**src/rtl/ram_port_arbiter.sv**
```systemverilog
`timescale 1ns/1ps
`default_nettype none
// ============================================================================
// Module      : ram_port_arbiter
// Description : Time-slices one 1K x 8 synchronous RAM (registered read,
//               one-cycle latency) between a CPU byte port with a
//               request/acknowledge handshake and a burst scanner that
//               streams consecutive bytes. A free-running slot bit gives
//               even cycles to the scanner and odd cycles to the CPU. The
//               CPU may borrow an even cycle that the scanner leaves unused.
// Ports       : clk, reset             - clock, synchronous active-high reset
//               cpu_req/we/addr/wdata  - CPU request, held until cpu_ack
//               cpu_ack, cpu_rdata     - completion pulse, read data
//               scan_start/base/count  - burst start pulse, first address,
//                                        length (0 = 64)
//               scan_busy/valid/data/done - burst status and byte stream
//               ram_a/in/cs_n/we_n     - RAM control pins (driven in the
//                                        issue cycle itself)
//               ram_out                - RAM registered read data
// Revision    : 1.0 - initial release
// ============================================================================
module ram_port_arbiter #(
    parameter int ADDR_W = 10
) (
    input  logic              clk,
    input  logic              reset,
    input  logic              cpu_req,
    input  logic              cpu_we,
    input  logic [ADDR_W-1:0] cpu_addr,
    input  logic [7:0]        cpu_wdata,
    output logic              cpu_ack,
    output logic [7:0]        cpu_rdata,
    input  logic              scan_start,
    input  logic [ADDR_W-1:0] scan_base,
    input  logic [5:0]        scan_count,
    output logic              scan_busy,
    output logic              scan_valid,
    output logic [7:0]        scan_data,
    output logic              scan_done,
    output logic [ADDR_W-1:0] ram_a,
    output logic [7:0]        ram_in,
    output logic              ram_cs_n,
    output logic              ram_we_n,
    input  logic [7:0]        ram_out
);

    typedef enum logic [2:0] {
        ST_IDLE    = 3'd0,
        ST_WR_ACK  = 3'd1,
        ST_RD_WAIT = 3'd2,
        ST_RD_ACK  = 3'd3,
        ST_HOLD    = 3'd4
    } cpu_state_t;

    cpu_state_t        r_state;
    cpu_state_t        w_state_next;
    logic              r_slot;
    logic [7:0]        r_cpu_rdata;

    logic              r_scan_busy;
    logic [ADDR_W-1:0] r_scan_addr;
    logic [6:0]        r_scan_left;
    logic              r_pipe_vld;   // scanner read issued last cycle
    logic              r_pipe_last;  // ...and it was the final byte
    logic              r_scan_valid;
    logic              r_scan_done;
    logic [7:0]        r_scan_data;

    logic              w_scan_issue;
    logic              w_cpu_grant;
    logic              w_cpu_issue;
    logic              w_cpu_ack;

    // Issue qualifiers are gated by reset so the RAM is never selected
    // (and never written) while reset is asserted.
    assign w_scan_issue = !reset && r_scan_busy && !r_slot && (r_scan_left != 7'd0);
    assign w_cpu_grant  = r_slot || !w_scan_issue;

    always_comb begin
        w_state_next = r_state;
        w_cpu_issue  = 1'b0;
        w_cpu_ack    = 1'b0;
        case (r_state)
            ST_IDLE: begin
                if (cpu_req && w_cpu_grant && !reset) begin
                    w_cpu_issue  = 1'b1;
                    w_state_next = cpu_we ? ST_WR_ACK : ST_RD_WAIT;
                end
            end
            ST_WR_ACK: begin
                w_cpu_ack    = 1'b1;
                w_state_next = ST_HOLD;
            end
            ST_RD_WAIT: begin
                w_state_next = ST_RD_ACK;
            end
            ST_RD_ACK: begin
                w_cpu_ack    = 1'b1;
                w_state_next = ST_HOLD;
            end
            ST_HOLD: begin
                // cpu_req is still high here from the finished transaction
                w_state_next = ST_IDLE;
            end
            default: begin
                w_state_next = ST_IDLE;
            end
        endcase
    end

    // RAM pins are combinational so the RAM samples them at the end of the
    // issue cycle.
    always_comb begin
        ram_cs_n = 1'b1;
        ram_we_n = 1'b1;
        ram_a    = '0;
        ram_in   = 8'h00;
        if (w_scan_issue) begin
            ram_cs_n = 1'b0;
            ram_a    = r_scan_addr;
            ram_in   = cpu_wdata;
        end else if (w_cpu_issue) begin
            ram_cs_n = 1'b0;
            ram_a    = cpu_addr;
            ram_in   = cpu_wdata;
            ram_we_n = !cpu_we;
        end
    end

    always_ff @(posedge clk) begin
        if (reset) begin
            r_state      <= ST_IDLE;
            r_slot       <= 1'b0;
            r_cpu_rdata  <= 8'h00;
            r_scan_busy  <= 1'b0;
            r_scan_addr  <= '0;
            r_scan_left  <= 7'd0;
            r_pipe_vld   <= 1'b0;
            r_pipe_last  <= 1'b0;
            r_scan_valid <= 1'b0;
            r_scan_done  <= 1'b0;
            r_scan_data  <= 8'h00;
        end else begin
            r_state <= w_state_next;
            r_slot  <= ~r_slot;

            if (r_state == ST_RD_WAIT) begin
                r_cpu_rdata <= ram_out;
            end

            // Start is only honoured while idle; busy stays high through
            // the scan_done cycle so a start there is ignored as well.
            if (!r_scan_busy) begin
                if (scan_start) begin
                    r_scan_busy <= 1'b1;
                    r_scan_addr <= scan_base;
                    r_scan_left <= (scan_count == 6'd0) ? 7'd64 : {1'b0, scan_count};
                end
            end else if (r_scan_done) begin
                r_scan_busy <= 1'b0;
            end

            if (w_scan_issue) begin
                r_scan_addr <= r_scan_addr + ADDR_W'(1);
                r_scan_left <= r_scan_left - 7'd1;
            end

            // Two-stage pipeline: RAM output appears the cycle after issue
            // and is captured into scan_data on the following edge.
            r_pipe_vld   <= w_scan_issue;
            r_pipe_last  <= w_scan_issue && (r_scan_left == 7'd1);
            r_scan_valid <= r_pipe_vld;
            r_scan_done  <= r_pipe_vld && r_pipe_last;
            if (r_pipe_vld) begin
                r_scan_data <= ram_out;
            end
        end
    end

    assign cpu_ack    = w_cpu_ack && !reset;
    assign cpu_rdata  = r_cpu_rdata;
    assign scan_busy  = r_scan_busy;
    assign scan_valid = r_scan_valid;
    assign scan_data  = r_scan_data;
    assign scan_done  = r_scan_done;

endmodule
`default_nettype wire

```
**config.mk**
```make
export PLATFORM = sky130hd
export DESIGN_NAME = ram_port_arbiter
export DESIGN_NICKNAME = d
export VERILOG_FILES = /design/src/rtl/ram_port_arbiter.sv
export SDC_FILE = /design/constraint.sdc
export NUM_CORES = 1
export LEC_CHECK = 0
export BUFFER_PORTS_ARGS = -buffer_cell sky130_fd_sc_hd__buf_2
export CORE_MARGIN = 1.5
export CORE_UTILIZATION = 37
export DETAILED_ROUTE_END_ITERATION = 12
export HOLD_SLACK_MARGIN = 0.1
export MAX_ROUTING_LAYER = met4
export PLACE_DENSITY_LB_ADDON = 0.25
export SYNTH_ARGS = -nofsm -noshare
export SYNTH_HDL_FRONTEND = slang
export SYNTH_SLANG_ARGS = --single-unit
export TNS_END_PERCENT = 100
```
**constraint.sdc**
```tcl
create_clock -name clk -period 2.55 [get_ports clk]
set_clock_uncertainty 0.05 [all_clocks]
set_input_delay 0.255 -clock clk [delete_from_list [all_inputs] [get_ports clk]]
set_output_delay 0.255 -clock clk [all_outputs]
set_load 0.03 [all_outputs]
```
==> results.toml <==
[routing]
drt-total-wl_um = 5090
drt_pass1_iterations = 4
drtIter0Drc = 131
drtAntennaViolNets = 0
vias = 1964
drc = 0
wire_per_inst_um = 13.3
vias_per_cell = 5.14

[setup_path]
reg2reg_to = "r_scan_addr[8]$_SDFFE_PP0P_"
slowest_stage = "or3b_2"
crit_type = "reg -> out"
crit_path_end = "ram_a[0]"
reg2regPathDepth = 6
cpPeakStageDelay_ps = 510
crit_start = "r_state[0]$_SDFFE_PP0P_"
path_max_fanout = 6
cp_cell_sequence = "or3_4 > or3b_2 > nor2_2 > buf_4 > a22o_1 > clkbuf_4"
r2r_slack_ps = 580
crit_required_ps = 2250
worst-endpoint-arrival_ps = 2130
r2r_start = "r_scan_left[2]$_SDFFE_PP0P_"
critPathCaptureType = "output port"
critPathLaunchType = "flip-flop"

[synthesis]
async_reset_ff_share_pct = 0
synth_flop_cell = "dfxtp_1"
syn_area_mm2 = 0.00201
synth_area_leader_cell = "dfxtp_1"
synth.ff_latch_count = 42
synth_top_cell_area_share_pct = 41.9
syn_inst = 226
syn_nets = 276
synth_edf_count = 0
yosysWarnings = 0
synth.area.top_cells = "dfxtp_1 42%, mux2i_1 8.0%, nor2_1 4.9%, a22o_1 4.4%, a31oi_1 3.4%"
ys_types = 42
synth_area_per_cell_um2 = 8.88
seq_area_frac_synth_pct = 41.9

[clock_tree]
cts_tree = "yes"
cts-hold-fix-buffers = 0
htree_levels = 2
cts_buffer_depth = 2
cts-resized-gates = 0
numCtsBuffers = 5
clkTransAtPathRegs_ps = 80
clock_latency_ps = 300
clkSinkCount = 42
cts_root_buffer = "clkbuf_8"
postCtsSetupRepairBufs = 0

[layout]
stdcell_area_mm2 = 0.00263
layout_common_cells = "79 x buf_2, 41 x dfxtp_1, 25 x nor2_1, 16 x mux2i_1, 13 x nand2_1"
area_growth_pct = 31.2
fin_nets = 361
final_common_cell = "buf_2"
final_core_util_pct = 50.9
fillers = 501
antenna_cells = 0
drive_gt1_share_pct = 35.6

[placement]
gp_congestion = 0.799
placed_area_mm2 = 0.00251
dpl.hpwl_um = 3570
port_buffers = 86

[power_and_ir_drop]
p_seq_share_pct = 48.8
p_comb_share_pct = 21.7
power_frac_clock_pct = 29.4
power_density_mw_per_mm2 = 565
p_sw_share_pct = 31.7
vdd_drop_max_mv = 0.331
p_switching_w = 0.000472
cellInternalPower_w = 0.00102
p_leak_nw = 1.15

[grt]
grt_pass1_wl_um = 8420
grt_max_degree = 39
gr-total-overflow = 0
antenna_found_initial = 0
track_usage_pct = 18.4
grt_pass1_vias = 1785

[die]
initial_utilization_pct = 38.8
ioPinCount = 87
dieArea_mm2 = 0.00588
coreArea_mm2 = 0.00517
die_x_um = 76.7
num_rows = 26
die-height_um = 76.7

[sta]
fin_crit_ps = 2440
setup_viol = 0
setup_tns_ps = 0
finalCritPeriodShare_pct = 95.6
slew_violations = 0
rsz0062_at_grt = "no"
tightest_slew_ps = 827
hold_violations = 0
max_slew_margin_pct = 44.6
fmax_mhz = 410

[run]
maxCapViolCount = 0

[run_status]
status = "finished clean"

[worst_hold_path]
hold_class = "in -> reg"
worst min-delay path by stage:
stage                                 startpoint                     endpoint  slack (ps)  depth (start not counted)
after global routing                  ram_out[2]    scan_data[2]$_SDFFE_PP0P_         160                          3
after global placement    r_pipe_last$_SDFF_PP0_         scan_done$_SDFF_PP0_         360                          1
after CTS                           scan_base[5]  r_scan_addr[5]$_SDFFE_PP0P_         150                          3
after floorplan                            reset        scan_valid$_SDFF_PP0_         280                          1
final                               scan_base[5]  r_scan_addr[5]$_SDFFE_PP0P_         150                          3
after detailed placement  r_pipe_last$_SDFF_PP0_         scan_done$_SDFF_PP0_         370                          1
synth_stat cells (3+ instances only):
cell type and n:
nand3_1 11, nand2b_1 3, buf_1 3, ha_1 3
mux2i_1 16, dfxtp_1 42, buf_2 3, a21oi_1 9
or3_1 4, nor3b_1 3, nor2_1 26, o211ai_1 5
and2_1 10, nand2_1 14, clkbuf_1 7, a31oi_1 11
nor4_1 3, a2bb2oi_1 3, a22o_1 10, inv_1 10
layout make-up:
type,instances,area [um^2],area share [%]
Inverter,11,41.3,1.57
Sequential cell,42,842,32.0
Tap cell,70,87.6,3.33
Clock buffer,5,68.8,2.61
Clock inverter,3,21.3,0.808
Timing Repair Buffer,92,493,18.7
Multi-Input combinational cell,159,1080,41.0
power by group through the flow:
| stage | combinational (W) | sequential, W | clock, W |
|---|---|---|---|
| global route | 0.000355 | 0.000733 | 0.000476 |
| CTS | 0.000317 | 0.000726 | 0.000448 |
| global placement | 0.000313 | 0.000740 | 0 |
| finish | 0.000323 | 0.000726 | 0.000438 |
| floorplan | 0.000197 | 0.000755 | 0 |
| detailed placement | 0.000316 | 0.000741 | 0 |
flip-flops by register name, indices dropped and copies added, names as in the netlist, 3 cells and up:
name / cells
r_scan_addr: 10
cpu_rdata: 8
r_scan_left: 7
r_state: 3
scan_data: 8
worst max-delay path, delay by kind of cell (launching register included):
family | cells | cell delay (ps)
and+or+nand+nor | 3 | 1030
DFF | 1 | 350
buffers and inverters | 2 | 340
AOI/OAI and AO/OA | 1 | 130
through the flow:
stage,worst slack [ps],total power (W),cells,hold slack (ps)
2_1_floorplan,458,0.000951,226,284
3_3_place_gp,434,0.00105,373,364
3_5_place_dp,392,0.00106,373,369
4_1_cts,54.6,0.00149,381,147
5_1_grt,18.3,0.00156,382,164
6_report,112,0.00149,382,149
metal layers:
metal	share of wire [%]	vias up	GRT usage, %
met5	0	-	-
met4	2.0	0	7.78
li1	-	993	-
met1	45	885	21.9
met3	6.6	9	5.12
met2	46	77	29.1
logic make-up (layout without fill, tap and decap cells):
| group | count (synthesis) | after routing | synth area share, % |
|---|---|---|---|
| AOI/OAI and AO/OA | 54 | 54 | 20.3 |
| adders and majority gates | 3 | 3 | 1.87 |
| buffers and inverters | 25 | 111 | 5.05 |
| DFF | 42 | 42 | 41.9 |
| muxes | 16 | 16 | 7.98 |
| and+or+nand+nor | 86 | 86 | 22.9 |
No activity file was read; power rests on OpenSTA's default activity.
